$ cat src/rtl/fetch_if.sv
// fetch_if: bundle between the fetch stage, its decoder and the instruction ROM.
// The slave modport is the fetch unit's view. The master modport is the
// environment's view: the decoder controls, the ROM read data and everything
// the fetch unit reports back.
interface fetch_if;
    logic        en;
    logic        load_pc;
    logic        load_linkreg;
    logic        PC_source;
    logic [15:0] new_pc;
    logic [15:0] new_linkreg;
    logic [15:0] rom_addr;
    logic [20:0] rom_data;
    logic [20:0] INS;
    logic [15:0] INS_addr;
    logic        ins_valid;
    logic [15:0] link_top;
    logic [4:0]  stack_level;
    logic        stack_err;

    modport slave (
        input  en, load_pc, load_linkreg, PC_source, new_pc, new_linkreg, rom_data,
        output rom_addr, INS, INS_addr, ins_valid, link_top, stack_level, stack_err
    );

    modport master (
        output en, load_pc, load_linkreg, PC_source, new_pc, new_linkreg, rom_data,
        input  rom_addr, INS, INS_addr, ins_valid, link_top, stack_level, stack_err
    );
endinterface

$ cat src/rtl/fetch_unit.sv
// fetch_unit: instruction fetch stage in front of instruction_decoder.
// Holds the PC and the link storage, and drives a synchronous ROM.
// rom_addr is combinational, so a jump or return decided this cycle fetches
// its target right away and the decoder sees no bubble.
// Optional feature: define LINK_STACK_EN to replace the single link register
// with a STACK_DEPTH-entry circular LIFO that has overflow/underflow reporting.
module fetch_unit #(
    parameter logic [15:0] RESET_PC    = 16'h0000,
    parameter int          STACK_DEPTH = 8,
    parameter logic [20:0] NOP_WORD    = 21'h1F0000
) (
    input  logic   clk,
    input  logic   rst,
    fetch_if.slave bus
);
    localparam logic [4:0] DEPTH_L = 5'(STACK_DEPTH);

    typedef enum logic {BOOT, RUN} state_t;

    state_t      state_reg, state_next;
    logic [15:0] pc_reg;
    logic [15:0] nxt;
    logic [15:0] link_top;
    logic        accept;
    logic        do_call;

    // State register: BOOT until the first enabled edge, RUN afterwards
    always_ff @(posedge clk or posedge rst) begin
        if (rst) state_reg <= BOOT;
        else     state_reg <= state_next;
    end

    // Next state and next fetch address; decoder controls count only when accepted
    always_comb begin
        state_next = state_reg;
        accept     = 1'b0;
        nxt        = pc_reg;
        case (state_reg)
            BOOT: begin
                nxt = RESET_PC;
                if (bus.en) state_next = RUN;
            end
            RUN: begin
                accept = bus.en;
                if (accept && bus.load_pc && bus.PC_source) nxt = link_top;
                else if (accept && bus.load_pc)             nxt = bus.new_pc;
                else if (accept)                            nxt = pc_reg + 16'd1;
                else                                        nxt = pc_reg;
            end
            default: begin
                state_next = BOOT;
                nxt        = RESET_PC;
            end
        endcase
    end

    // pc tracks the address whose data the ROM is returning this cycle
    always_ff @(posedge clk or posedge rst) begin
        if (rst) pc_reg <= RESET_PC;
        else     pc_reg <= nxt;
    end

    assign do_call       = accept & bus.load_linkreg;
    assign bus.rom_addr  = nxt;
    assign bus.ins_valid = accept;
    assign bus.INS       = accept ? bus.rom_data : NOP_WORD;
    assign bus.INS_addr  = pc_reg;
    assign bus.link_top  = link_top;

`ifdef LINK_STACK_EN
    localparam int PTR_W = (STACK_DEPTH > 1) ? $clog2(STACK_DEPTH) : 1;

    logic [15:0]      stack_reg [STACK_DEPTH];
    logic [PTR_W-1:0] sp_reg, sp_next;       // index of the top entry
    logic [4:0]       level_reg, level_next;
    logic             err_reg, err_next;
    logic             wr_en;
    logic [PTR_W-1:0] wr_idx;
    logic             do_ret;

    assign do_ret = accept & bus.load_pc & bus.PC_source;

    // Stack bookkeeping: push wraps over the oldest entry when full, pop on empty only flags
    always_comb begin
        sp_next    = sp_reg;
        level_next = level_reg;
        err_next   = err_reg;
        wr_en      = 1'b0;
        wr_idx     = sp_reg + 1'b1;
        if (do_call && do_ret) begin
            // A call that is also a return swaps the top in place
            wr_en  = 1'b1;
            wr_idx = sp_reg;
            if (level_reg == 5'd0) err_next = 1'b1;
        end else if (do_call) begin
            wr_en   = 1'b1;
            wr_idx  = sp_reg + 1'b1;
            sp_next = sp_reg + 1'b1;
            if (level_reg == DEPTH_L) err_next   = 1'b1;
            else                      level_next = level_reg + 5'd1;
        end else if (do_ret) begin
            if (level_reg == 5'd0) begin
                err_next = 1'b1;
            end else begin
                sp_next    = sp_reg - 1'b1;
                level_next = level_reg - 5'd1;
            end
        end
    end

    // Stack pointer, fill level and sticky error flag
    always_ff @(posedge clk or posedge rst) begin
        if (rst) begin
            sp_reg    <= '0;
            level_reg <= 5'd0;
            err_reg   <= 1'b0;
        end else begin
            sp_reg    <= sp_next;
            level_reg <= level_next;
            err_reg   <= err_next;
        end
    end

    // Stack entries; all cleared on reset so link_top is deterministic
    always_ff @(posedge clk or posedge rst) begin
        if (rst) begin
            for (int i = 0; i < STACK_DEPTH; i++) stack_reg[i] <= 16'h0000;
        end else if (wr_en) begin
            stack_reg[wr_idx] <= bus.new_linkreg;
        end
    end

    // An empty stack returns to the boot address
    assign link_top        = (level_reg == 5'd0) ? RESET_PC : stack_reg[sp_reg];
    assign bus.stack_level = level_reg;
    assign bus.stack_err   = err_reg;
`else
    logic [15:0] link_reg;
    logic        called_reg;

    // Single link register: each call overwrites the return address
    always_ff @(posedge clk or posedge rst) begin
        if (rst) begin
            link_reg   <= 16'h0000;
            called_reg <= 1'b0;
        end else if (do_call) begin
            link_reg   <= bus.new_linkreg;
            called_reg <= 1'b1;
        end
    end

    assign link_top        = link_reg;
    // A zero-depth build would hold no link at all
    assign bus.stack_level = (called_reg && DEPTH_L != 5'd0) ? 5'd1 : 5'd0;
    assign bus.stack_err   = 1'b0;
`endif
endmodule
$ cat src/flat_wrapper.sv
// flat-port wrapper written by rule: the top's interface ports become plain ports
module fetch_unit_flat 
#(
    parameter logic [15:0] RESET_PC    = 16'h0000,
    parameter int          STACK_DEPTH = 8,
    parameter logic [20:0] NOP_WORD    = 21'h1F0000
)
  (clk, rst, bus_en, bus_load_pc, bus_load_linkreg, bus_PC_source, bus_new_pc, bus_new_linkreg, bus_rom_data, bus_rom_addr, bus_INS, bus_INS_addr, bus_ins_valid, bus_link_top, bus_stack_level, bus_stack_err);
  fetch_if bus_i ();
  input  logic clk;
  input  logic rst;
  input wire logic [$bits(bus_i.en)-1:0] bus_en;
  input wire logic [$bits(bus_i.load_pc)-1:0] bus_load_pc;
  input wire logic [$bits(bus_i.load_linkreg)-1:0] bus_load_linkreg;
  input wire logic [$bits(bus_i.PC_source)-1:0] bus_PC_source;
  input wire logic [$bits(bus_i.new_pc)-1:0] bus_new_pc;
  input wire logic [$bits(bus_i.new_linkreg)-1:0] bus_new_linkreg;
  input wire logic [$bits(bus_i.rom_data)-1:0] bus_rom_data;
  output wire logic [$bits(bus_i.rom_addr)-1:0] bus_rom_addr;
  output wire logic [$bits(bus_i.INS)-1:0] bus_INS;
  output wire logic [$bits(bus_i.INS_addr)-1:0] bus_INS_addr;
  output wire logic [$bits(bus_i.ins_valid)-1:0] bus_ins_valid;
  output wire logic [$bits(bus_i.link_top)-1:0] bus_link_top;
  output wire logic [$bits(bus_i.stack_level)-1:0] bus_stack_level;
  output wire logic [$bits(bus_i.stack_err)-1:0] bus_stack_err;
  assign bus_i.en = bus_en;
  assign bus_i.load_pc = bus_load_pc;
  assign bus_i.load_linkreg = bus_load_linkreg;
  assign bus_i.PC_source = bus_PC_source;
  assign bus_i.new_pc = bus_new_pc;
  assign bus_i.new_linkreg = bus_new_linkreg;
  assign bus_i.rom_data = bus_rom_data;
  assign bus_rom_addr = bus_i.rom_addr;
  assign bus_INS = bus_i.INS;
  assign bus_INS_addr = bus_i.INS_addr;
  assign bus_ins_valid = bus_i.ins_valid;
  assign bus_link_top = bus_i.link_top;
  assign bus_stack_level = bus_i.stack_level;
  assign bus_stack_err = bus_i.stack_err;
  fetch_unit #(.RESET_PC(RESET_PC), .STACK_DEPTH(STACK_DEPTH), .NOP_WORD(NOP_WORD)) u_core (.clk(clk), .rst(rst), .bus(bus_i));
endmodule
$ cat config.mk
export PLATFORM = sky130hd
export DESIGN_NAME = fetch_unit_flat
export DESIGN_NICKNAME = d
export VERILOG_FILES = /design/src/rtl/fetch_if.sv /design/src/rtl/fetch_unit.sv /design/src/flat_wrapper.sv
export SDC_FILE = /design/constraint.sdc
export NUM_CORES = 1
export LEC_CHECK = 0
export ABC_CLOCK_PERIOD_IN_PS = 3600
export CAP_MARGIN = 20
export CORE_MARGIN = 2
export CORE_UTILIZATION = 39
export DETAILED_ROUTE_END_ITERATION = 6
export PLACE_DENSITY = 0.89
export SLEW_MARGIN = 20
export SYNTH_ARGS = -nofsm -noshare
export SYNTH_HDL_FRONTEND = slang
export SYNTH_SLANG_ARGS = --single-unit
$ cat constraint.sdc
create_clock -name clk -period 3.6 [get_ports clk]
set_input_delay 0.72 -clock clk [delete_from_list [all_inputs] [get_ports clk]]
set_output_delay 0.72 -clock clk [all_outputs]
set_load 0.02 [all_outputs]
## Word level (Yosys, flattened, before mapping)

Index checks and enable logic that the tools add are counted.

- Register bits after elaboration: 34
- Bits of input ports: 59
- Output and inout port bits: 76
- Word-level logic and storage cells: 18

- Add/subtract/negate cells: 1
- Muxes and demuxes: 9
- Bitwise operators: 2
- Reduce and logical (&&, ||, !) cells: 2

Operators by type and width:

| kind | number |
|---|---|
| $mux 16 | 3 |
| $pmux 16 s2 | 1 |
| $mux 21 | 1 |
| $add 16x1->16 const B | 1 |
| $mux 1 | 4 |
| $logic_and 1x1->1 | 2 |
| $and 1x1->1 | 1 |
| $not 1->1 | 1 |

## Logic depth before layout (Yosys ltp)

Gate-level depths: netlist of run 1.

- Depth in word-level cells: 5
- Mapped depth: 6
- Depth with buffers taken out: 5

## Worst setup path before layout of run 1

Ideal clock, no wire load.

- Kind: input -> output
- From: input bus_en
- To: output bus_rom_addr[12]
- Arrival: 1847 ps
- Required time: 2880 ps
- Setup slack: 1033 ps
- Stages: 5
- Path buffers: 1
- Cell sequence: buf_2 -> nand3_1 -> nor4_2 -> xnor2_1 -> a21oi_1

- Word-level cells in the longest chain between the ends: 4
- Elaborated cells between the ends (all ways): 6
- Those cells by class: 4 x mux; 2 x reduce/logical

Ends and longest elaborated chain:

| what | line | source |
|---|---|---|
| start: declaration | flat_wrapper.sv:12 | `input wire logic [$bits(bus_i.en)-1:0] bus_en;` |
| $mux 16 / $logic_and 1x1->1 (equally long branches) | fetch_unit.sv:47, fetch_unit.sv:45, fetch_unit.sv:46 |  |
| $mux 16 / $logic_and 1x1->1 (equally long branches) | fetch_unit.sv:46, fetch_unit.sv:45 |  |
| $mux 16 * | fetch_unit.sv:45 | `if (accept && bus.load_pc && bus.PC_source) nxt = link_top;` |
| $pmux 16 s2 * | fetch_unit.sv:38 | `case (state_reg)` |
| end: declaration | flat_wrapper.sv:19 | `output wire logic [$bits(bus_i.rom_addr)-1:0] bus_rom_addr;` |

Every way passes the cells marked *; elsewhere a longest branch is shown, timed or not.

## Worst setup path after layout of run 1

- From: input bus_en
- To: output bus_rom_addr[13]

The elaborated chain is that of the path after synthesis.

==> flow_summary_export.csv, run 1 <==
group,metric,value,unit
power,p_leak,1.43,nW
power,vdd_drop_max,0.380,mV
timing,finalSetupViolCount,0,
clock_network,cts_root_buffer,"clkbuf_8",
logic_synthesis,muxShareOfSynthArea,0.194,
logic_synthesis,syn_inst,189,
timing,fmax,0.287,GHz
timing,rsz0062_at_grt,"no",
placement,gp_congestion,0.793,
global_routing,antenna_found_initial,0,
route,first_pass_iters,4,
timing,report.final.slew_viol_count,0,
global_routing,grt.overflow.total,0,
run_status,outcome,"finished, final reports clean",
logic_synthesis,synthAdderAreaFrac,0.00629,
floorplan,rows,26,
final_layout,drive_gt1_frac,0.170,
floorplan,design.die.area,5690,µm²
worst_setup_path,crit_path_start,"bus_en",
timing,slew-limit-headroom,0.453,
logic_synthesis,synthSimpleGateAreaFrac,0.183,
worst_setup_path,critPathKind,"input port to output pin",
worst_setup_path,rrSetupSlack,1.50,ns
floorplan,core_area,5010,µm²
final_layout,num_antenna_cells,0,
floorplan,initial_utilization,0.397,
logic_synthesis,yosysUniqueCellTypes,29,
route,drt_iter0_markers,88,
route,dr_total_vias,1874,
final_layout,nets,376,
floorplan,chipHeight,75.4,µm
global_routing,grt_pass1_wl,9.07,mm
worst_setup_path,cp.required,2.88,ns
worst_setup_path,crit_fanout,24,
worst_setup_path,end_kind,"output pin",
job,drv_cap,0,
worst_setup_path,arrival,2.77,ns
route,drc,0,
clock_network,htreeDepth,2,
logic_synthesis,synth_compound_gate_area_share,0.0729,
logic_synthesis,synth.avg_cell_area,10.5,µm²
clock_network,cts_buffers,5,
clock_network,clkTransAtPathRegs,0.07,ns
final_layout,syn2layout_area_growth,75.9,%
worst_setup_path,timing.rr.start,"u_core.state_reg$_DFF_PP0_",
clock_network,cts_tree,"done",
logic_synthesis,synth_top_family_by_area,"multiplexers",
route,vias_per_cell,4.84,
logic_synthesis,ys_seq_elements,34,
timing,fin_crit,3.49,ns
worst_setup_path,rr_endpoint,"u_core.bus.link_top[12]$_DFFE_PP0P_",
logic_synthesis,netlist_area,1990,µm²
worst_hold_path,hold_path.class,"flop to flop",
clock_network,clock_path_buffers,2,
placement,io_buffers,129,
timing,fin_worst_skew,0.00463,ns
global_routing,grt_usage,0.213,
floorplan,io_pins,135,
worst_setup_path,reg2reg_depth,4,
worst_setup_path,startpoint_type,"input port",
timing,final.period_utilization,0.968,
clock_network,cts_sinks,34,
logic_synthesis,synthXorXnorAreaFrac,0.0616,
timing,whs,0.469,ns
route,wl,6.10,mm
floorplan,fp.dieW,75.4,µm
global_routing,grt_max_degree,35,
timing,setup_tns,0,ns
global_routing,first_global_vias,1749,
clock_network,worstSkewPairLatency,0.29,ns
timing,worst_pin_slew,0.821,ns
placement,hpwlAfterDp,4.64,mm
timing,hold_viol,0,
route,wl_per_cell,15.8,µm
logic_synthesis,seq_area_frac_synth,0.427,
clock_network,postCtsSetupRepairBufs,0,
logic_synthesis,yosysWarningCount,0,
power,power_density,512,nW/µm²
worst_setup_path,cp-endpoint,"bus_rom_addr[13]",
route,antenna_left,0,
-- report_power, final --
group	switching [mW]	internal, mW	leakage [nW]
Combinational	0.388	0.406	0.980
Clock	0.149	0.295	0.0714
Sequential	0.0978	0.457	0.383
Total	0.635	1.16	1.43
-- worst max-delay path, stage by stage --
cell and delay (ns):
clkdlybuf4s50_1 0.48, buf_4 0.24, nand2_1 0.14, buf_12 0.16, o21ai_0 0.11, a21oi_1 0.26, clkdlybuf4s50_1 0.65
-- kinds of logic (layout without fill, tap and decap cells) --
group           after synthesis  count (layout)
compound gates               27              27
xor+xnor                     14              14
fa+ha+maj                     1               1
buf+inv                      21             145
flops                        34              34
mux                          35              35
other cells                   1               5
simple gates                 56              56
-- routing by layer --
metal | up-vias | track usage | routed length, µm
met2 | 56 | 0.377 | 3190
met5 | - | 0 | 0
met4 | 0 | 0.0604 | 98
met3 | 8 | 0.0450 | 286
met1 | 899 | 0.263 | 2530
li1 | 911 | - | -
-- worst min-delay path by stage --
stage | start | to | slack (ns) | cells past startpoint
after floorplan | u_core.called_reg$_DFFE_PP0P_ | u_core.called_reg$_DFFE_PP0P_ | 0.44 | 1
after global placement | u_core.called_reg$_DFFE_PP0P_ | u_core.called_reg$_DFFE_PP0P_ | 0.45 | 1
after CTS | u_core.called_reg$_DFFE_PP0P_ | u_core.called_reg$_DFFE_PP0P_ | 0.48 | 1
final | u_core.called_reg$_DFFE_PP0P_ | u_core.called_reg$_DFFE_PP0P_ | 0.47 | 1
after global routing | u_core.called_reg$_DFFE_PP0P_ | u_core.called_reg$_DFFE_PP0P_ | 0.53 | 1
after detailed placement | u_core.called_reg$_DFFE_PP0P_ | u_core.called_reg$_DFFE_PP0P_ | 0.46 | 1
-- cell usage after synthesis --
library cell  count  area share
mux2_1            1      0.0057
buf_4             6       0.023
a21oi_1          13       0.033
and2_1            1      0.0031
dfrtp_1          34        0.43
mux2_2           27        0.15
conb_1            1      0.0019
o21ai_0          12       0.030
xor2_1            1      0.0044
nand2b_1          1      0.0031
xnor2_1          13       0.057
o211a_1           2       0.010
nand4_1           3      0.0094
nor3_1            3      0.0075
nor2_1            4      0.0075
nand2_2           1      0.0031
clkbuf_1          7       0.013
nand3_1           4       0.010
nand2_1           8       0.015
ha_1              1      0.0063
buf_2             4       0.010
or2_2             6       0.019
inv_1             4      0.0075
and3_1           16       0.050
nor4_2            5       0.031
nand4_4           1       0.011
nand4_2           1      0.0063
nor2b_1           2      0.0063
mux2i_1           7       0.035
-- area by class of cell --
cell class,instances,area (µm²)
Fill cell,374,1510
Sequential cell,34,851
Multi-Input combinational cell,138,1050
Timing Repair Buffer,133,1350
Clock inverter,2,60.1
Clock buffer,6,82.6
Inverter,4,15.0
Tap cell,70,87.6
-- per-stage QoR --
stage | area [µm²] | utilization | total power, mW | std cells | worst slack [ns]
after floorplan | 2010 | - | 0.947 | 193 | 1.03
after global placement | 3350 | 0.668 | 1.33 | 379 | 0.138
after detailed placement | 3350 | 0.668 | 1.35 | 379 | 0.0880
after CTS | 3490 | 0.697 | 1.80 | 387 | 0.0466
after global routing | 3500 | 0.699 | 1.87 | 387 | 0.0145
final | 3500 | 0.699 | 1.79 | 387 | 0.114
-- repair_timing --
item / 4_1_cts / 5_1_grt
hold buffers: 0 / 0
gates resized for setup: 0 / 3
endpoints found under the setup margin: 0 / 3
endpoints found under the hold margin: 0 / 0
-- cell usage in the layout, fill, tap and decap left out --
cell	count
clkbuf_8	6
mux2i_1	7
clkdlybuf4s50_1	127
nand4_1	3
nor2b_1	2
conb_1	5
o21ai_0	12
nand3_1	3
dlymetal6s2s_1	2
nand2b_1	1
ha_1	1
a21oi_1	13
nand2_1	8
and3_1	16
nor3_1	3
xnor2_1	13
dfrtp_1	34
buf_12	2
xor2_1	1
bufinv_16	2
mux2_1	1
nand4_4	1
nand4_2	1
nand3_2	1
or2_2	6
nand2_2	1
o211a_1	2
inv_1	4
buf_4	2
nor4_2	5
nor2_1	4
and2_1	1
mux2_2	27
No activity file was read; power rests on OpenSTA's default activity.
==> inputs of run 2 (changes only) <==
--- a/config.mk
+++ b/config.mk
@@ -7,10 +7,12 @@
 export LEC_CHECK = 0
 export ABC_CLOCK_PERIOD_IN_PS = 3600
 export CAP_MARGIN = 20
-export CORE_MARGIN = 2
-export CORE_UTILIZATION = 39
+export CELL_PAD_IN_SITES_DETAIL_PLACEMENT = 1
+export CELL_PAD_IN_SITES_GLOBAL_PLACEMENT = 1
+export CORE_MARGIN = 1
+export CORE_UTILIZATION = 27
 export DETAILED_ROUTE_END_ITERATION = 6
-export PLACE_DENSITY = 0.89
+export PLACE_DENSITY_LB_ADDON = 0.1
 export SLEW_MARGIN = 20
 export SYNTH_ARGS = -nofsm -noshare
 export SYNTH_HDL_FRONTEND = slang
==> flow_summary_export.csv, run 2 (synthesis results as in run 1) <==
group,metric,value,unit
floorplan,design.die.area,7720,µm²
timing,worst_pin_slew,0.843,ns
final_layout,final_cell_mix,"clkdlybuf4s50_1, dfrtp_1, mux2_2, and3_1",
global_routing,grt_pass1_wl,10.4,mm
clock_network,cts_hold_buffers,0,
placement,dp.cells,406,
worst_setup_path,rrSetupSlack,1.51,ns
floorplan,core_area,6940,µm²
timing,slew-limit-headroom,0.438,
clock_network,htreeDepth,2,
floorplan,chipHeight,87.9,µm
placement,io_buffers,129,
worst_setup_path,timing.rr.start,"u_core.state_reg$_DFF_PP0_",
final_layout,num_antenna_cells,0,
global_routing,grt.overflow.total,0,
timing,final.period_utilization,0.930,
placement,gp_congestion,0.698,
global_routing,grt_max_degree,35,
route,antenna_left,0,
worst_setup_path,cp.required,2.88,ns
clock_network,postCtsSetupRepairBufs,0,
route,wl,6.59,mm
route,drt_iter0_markers,49,
route,wl_per_cell,15.9,µm
timing,hold_viol,0,
route,first_pass_iters,4,
timing,fin_crit,3.35,ns
worst_hold_path,hold_path.class,"flop to flop",
route,dr_total_vias,1912,
floorplan,io_pins,135,
floorplan,fp.dieW,87.9,µm
final_layout,syn2layout_area_growth,76.4,%
global_routing,grt_usage,0.176,
route,drc,0,
worst_setup_path,arrival,2.63,ns
placement,dp_slack,-0.0139,ns
worst_setup_path,cp-endpoint,"bus_rom_addr[13]",
global_routing,antenna_found_initial,0,
worst_setup_path,crit_fanout,16,
power,p_leak,1.41,nW
worst_setup_path,reg2reg_depth,4,
power,finalPower,1.70,mW
route,vias_per_cell,4.62,
final_layout,nets,377,
clock_network,clock_path_buffers,2,
timing,fmax,0.299,GHz
worst_setup_path,rr_endpoint,"u_core.bus.link_top[12]$_DFFE_PP0P_",
clock_network,cts_tree,"done",
run_status,outcome,"finished, final reports clean",
final_layout,instances_no_fill,414,
timing,rsz0062_at_grt,"no",
timing,final.setup.worst_slack,0.250,ns
power,vdd_drop_max,0.214,mV
clock_network,cts_root_buffer,"clkbuf_8",
global_routing,first_global_vias,1981,
placement,hpwlAfterDp,5.10,mm
floorplan,rows,30,
final_layout,final_common_cell,"clkdlybuf4s50_1",
final_layout,drive_gt1_frac,0.167,
timing,finalSetupViolCount,0,
worst_hold_path,min_path_cells,1,
clock_network,worstSkewPairLatency,0.29,ns
floorplan,initial_utilization,0.287,
clock_network,cts_buffers,5,
timing,report.final.slew_viol_count,0,
worst_setup_path,crit_path_start,"bus_PC_source",
worst_setup_path,startpoint_type,"input port",
power,power_density,484,nW/µm²
worst_setup_path,critPathKind,"input port to output pin",
job,drv_cap,0,
worst_setup_path,end_kind,"output pin",
timing,fin_worst_skew,0.0119,ns
clock_network,cts_sinks,34,
clock_network,clkTransAtPathRegs,0.07,ns
[run 2: cell count changes in the layout (fill, tap and decap cells not counted)]
cell / delta
clkbuf_1: +2
buf_4: +1
bufinv_16: -1
clkbuf_8: -1
clkdlybuf4s50_1: +1
dlymetal6s2s_1: -1
nand4_2: -1
nand4_4: +1
[run 2: routing by layer]
layer,wire length (µm),global-route usage
met1,2930,0.229
met2,3110,0.288
met3,494,0.0509
met4,54,0.0402
met5,0,0
[run 2: worst min path at each step]
stage,start,to,slack [ns]
floorplan,u_core.called_reg$_DFFE_PP0P_,u_core.called_reg$_DFFE_PP0P_,0.44
global placement,u_core.called_reg$_DFFE_PP0P_,u_core.called_reg$_DFFE_PP0P_,0.45
detailed placement,u_core.called_reg$_DFFE_PP0P_,u_core.called_reg$_DFFE_PP0P_,0.46
CTS,u_core.called_reg$_DFFE_PP0P_,u_core.called_reg$_DFFE_PP0P_,0.48
global route,u_core.called_reg$_DFFE_PP0P_,u_core.called_reg$_DFFE_PP0P_,0.50
finish,u_core.called_reg$_DFFE_PP0P_,u_core.called_reg$_DFFE_PP0P_,0.47
[run 2: through the flow]
stage               cell area (µm²)   util  setup TNS [ns]  hold slack (ns)
global placement               3390  0.488               0            0.451
CTS                            3500  0.504               0            0.477
finish                         3510  0.506               0            0.470
floorplan                      2010      -               0            0.436
global route                   3510  0.506               0            0.500
detailed placement             3390  0.488         -0.0139            0.456
[run 2: critical path, stage by stage]
cell             delay, ns
clkdlybuf4s50_1       0.50
buf_12                0.16
mux2_2                0.35
o21ai_0               0.23
a21oi_1               0.10
clkdlybuf4s50_1       0.56
[run 2: where the power goes]
group / internal, mW / switching [mW]
sequential: 0.456 / 0.107
combinational: 0.409 / 0.379
clock: 0.207 / 0.142
total: 1.07 / 0.628
[run 2: layout make-up]
| cell class | count | area [µm²] |
|---|---|---|
| clock buffers | 7 | 76.3 |
| multi-input cells | 138 | 1060 |
| inverters | 4 | 15.0 |
| flip-flops and latches | 34 | 851 |
| repair buffers | 134 | 1360 |
| clock inverters | 1 | 30.0 |
| well taps | 96 | 120 |
| fillers | 782 | 3430 |
[run 2: timing repair]
action | in CTS | in global routing
endpoints found under the setup margin | 1 | 10
resized for setup | 1 | 2
gates cloned | 0 | 0
==> inputs of run 3 (changes only) <==
--- a/config.mk
+++ b/config.mk
@@ -5,12 +5,12 @@
 export SDC_FILE = /design/constraint.sdc
 export NUM_CORES = 1
 export LEC_CHECK = 0
-export ABC_CLOCK_PERIOD_IN_PS = 3600
+export ABC_CLOCK_PERIOD_IN_PS = 3000
 export CAP_MARGIN = 20
 export CELL_PAD_IN_SITES_DETAIL_PLACEMENT = 1
 export CELL_PAD_IN_SITES_GLOBAL_PLACEMENT = 1
 export CORE_MARGIN = 1
-export CORE_UTILIZATION = 27
+export CORE_UTILIZATION = 23
 export DETAILED_ROUTE_END_ITERATION = 6
 export PLACE_DENSITY_LB_ADDON = 0.1
 export SLEW_MARGIN = 20
==> constraint.sdc (replaced) <==
create_clock -name clk -period 3 [get_ports clk]
set_input_delay 0.6 -clock clk [delete_from_list [all_inputs] [get_ports clk]]
set_output_delay 0.6 -clock clk [all_outputs]
set_load 0.02 [all_outputs]
==> flow_summary_export.csv, run 3 (synthesis results as in run 1) <==
group,metric,value,unit
run_status,outcome,"finished, final reports clean",
placement,dp.cells,422,
floorplan,fp.dieW,95.0,µm
worst_setup_path,cp-endpoint,"bus_rom_addr[11]",
worst_setup_path,arrival,2.26,ns
route,drt_iter0_markers,20,
worst_setup_path,path_depth,6,
worst_setup_path,rrSetupSlack,1.10,ns
route,antenna_left,0,
global_routing,grt_pass1_wl,9.92,mm
final_layout,drive_gt1_frac,0.191,
worst_setup_path,end_kind,"output pin",
route,vias_per_cell,4.40,
final_layout,nets,384,
timing,final.period_utilization,0.954,
worst_hold_path,hold_path.class,"flop to flop",
worst_setup_path,crit_path_start,"bus_PC_source",
final_layout,final_cell_mix,"clkdlybuf4s50_1, dfrtp_1, mux2_2, and3_1",
clock_network,cts_root_buffer,"clkbuf_8",
worst_setup_path,reg2reg_depth,5,
power,p_comb_frac,0.470,
clock_network,htreeDepth,2,
global_routing,grt.overflow.total,0,
placement,hpwlAfterDp,5.15,mm
job,drv_cap,0,
route,dr_total_vias,1894,
timing,fin_worst_skew,0.00339,ns
power,p_leak,1.47,nW
power,seq_power_share,0.345,
final_layout,syn2layout_area_growth,77.9,%
worst_setup_path,cp.required,2.40,ns
floorplan,core_area,8300,µm²
clock_network,cts_buffers,5,
global_routing,first_global_vias,1895,
clock_network,cts_hold_buffers,0,
timing,fin_crit,2.86,ns
worst_setup_path,cpPeakStageDelay,0.52,ns
final_layout,fill_cells,947,
worst_setup_path,crit_fanout,13,
timing,hold_viol,0,
power,swShare,0.386,
power,vdd_drop_max,0.189,mV
final_layout,instances_no_fill,430,
final_layout,fin_area,3540,µm²
timing,report.final.slew_viol_count,0,
route,wl_per_cell,15.3,µm
floorplan,design.die.area,9030,µm²
placement,gp_congestion,0.702,
timing,slew-limit-headroom,0.651,
global_routing,grt_max_degree,35,
worst_setup_path,cp_slowest_cell,"clkdlybuf4s50_1",
timing,setup_tns,0,ns
power,switching_power,0.750,mW
power,p_int,1.19,mW
worst_setup_path,timing.rr.start,"u_core.state_reg$_DFF_PP0_",
global_routing,antenna_found_initial,0,
placement,place_area,3450,µm²
worst_setup_path,crit_buf_inv,3,
route,first_pass_iters,4,
floorplan,rows,33,
power,power_density,549,nW/µm²
worst_setup_path,critPathKind,"input port to output pin",
floorplan,initial_utilization,0.240,
timing,fmax,0.349,GHz
worst_setup_path,path_cells,"clkdlybuf4s50_1 > buf_12 > mux2_2 > o21ai_0 > a21oi_1 > dlygate4sd2_1",
worst_setup_path,startpoint_type,"input port",
timing,rsz0062_at_grt,"no",
final_layout,final_common_cell,"clkdlybuf4s50_1",
floorplan,chipHeight,95.0,µm
clock_network,cts_sinks,34,
route,drc,0,
clock_network,clkTransAtPathRegs,0.07,ns
clock_network,cts_tree,"done",
timing,worst_pin_slew,0.523,ns
final_layout,final_util,0.427,
clock_network,clock_path_buffers,2,
worst_setup_path,cpLargestDelayFamily,"buffers and inverters",
floorplan,io_pins,135,
power,p_clk_frac,0.185,
placement,io_buffers,129,
route,wl,6.58,mm
global_routing,grt_usage,0.146,
clock_network,worstSkewPairLatency,0.29,ns
timing,finalSetupViolCount,0,
final_layout,num_antenna_cells,0,
worst_setup_path,rr_endpoint,"u_core.bus.link_top[12]$_DFFE_PP0P_",
run 3: per-stage QoR:
step	hold slack, ns	total power, mW	worst slack, ns
global placement	0.461	1.63	-0.410
detailed placement	0.457	1.64	-0.487
CTS	0.482	1.98	0.00571
global route	0.505	2.06	0.0317
floorplan	0.436	1.14	0.673
finish	0.472	1.94	0.139
run 3: worst reg2reg max path: stages, from the launching register on:
cell and delay [ns]:
dfrtp_1 0.67, nand2_1 0.24, inv_1 0.12, buf_4 0.11, nand2_2 0.24, mux2_1 0.40
run 3: worst min path at each step:
| stage | from | end | slack [ns] | depth (start not counted) |
|---|---|---|---|---|
| after detailed placement | u_core.called_reg$_DFFE_PP0P_ | u_core.called_reg$_DFFE_PP0P_ | 0.46 | 1 |
| after floorplan | u_core.called_reg$_DFFE_PP0P_ | u_core.called_reg$_DFFE_PP0P_ | 0.44 | 1 |
| after global placement | u_core.called_reg$_DFFE_PP0P_ | u_core.called_reg$_DFFE_PP0P_ | 0.46 | 1 |
| final | u_core.called_reg$_DFFE_PP0P_ | u_core.called_reg$_DFFE_PP0P_ | 0.47 | 1 |
| after global routing | u_core.called_reg$_DFFE_PP0P_ | u_core.called_reg$_DFFE_PP0P_ | 0.50 | 1 |
| after CTS | u_core.called_reg$_DFFE_PP0P_ | u_core.called_reg$_DFFE_PP0P_ | 0.48 | 1 |
run 3: power by group through the flow:
stage          sequential, mW  combinational [mW]  clock, mW
2_1_floorplan           0.765               0.371          0
3_3_place_gp            0.677               0.955          0
3_5_place_dp            0.679               0.959          0
4_1_cts                 0.672               0.931      0.379
5_1_grt                 0.688               0.974      0.397
6_report                0.669               0.914      0.360
run 3: layout make-up:
type | instances | area (µm²) | share of cell area
Clock inverter | 1 | 5.00 | 0.00141
Clock buffer | 7 | 86.3 | 0.0244
Inverter | 4 | 15.0 | 0.00424
Multi-Input combinational cell | 138 | 1050 | 0.298
Timing Repair Buffer | 141 | 1400 | 0.395
Tap cell | 105 | 131 | 0.0371
Sequential cell | 34 | 851 | 0.240
run 3: layer usage:
layer	track usage	part of all wire	vias to the layer above	wire (µm)
li1	-	-	925	-
met1	0.188	0.44	894	2890
met2	0.233	0.48	71	3140
met3	0.0463	0.078	4	511
met4	0.0455	0.0058	0	38
met5	0	0	-	0
run 3: what timing repair did:
action | in CTS | in global routing
endpoints found under the setup margin | 19 | 3
setup buffers | 0 | 0
resized for setup | 17 | 3
pin swaps | 0 | 0
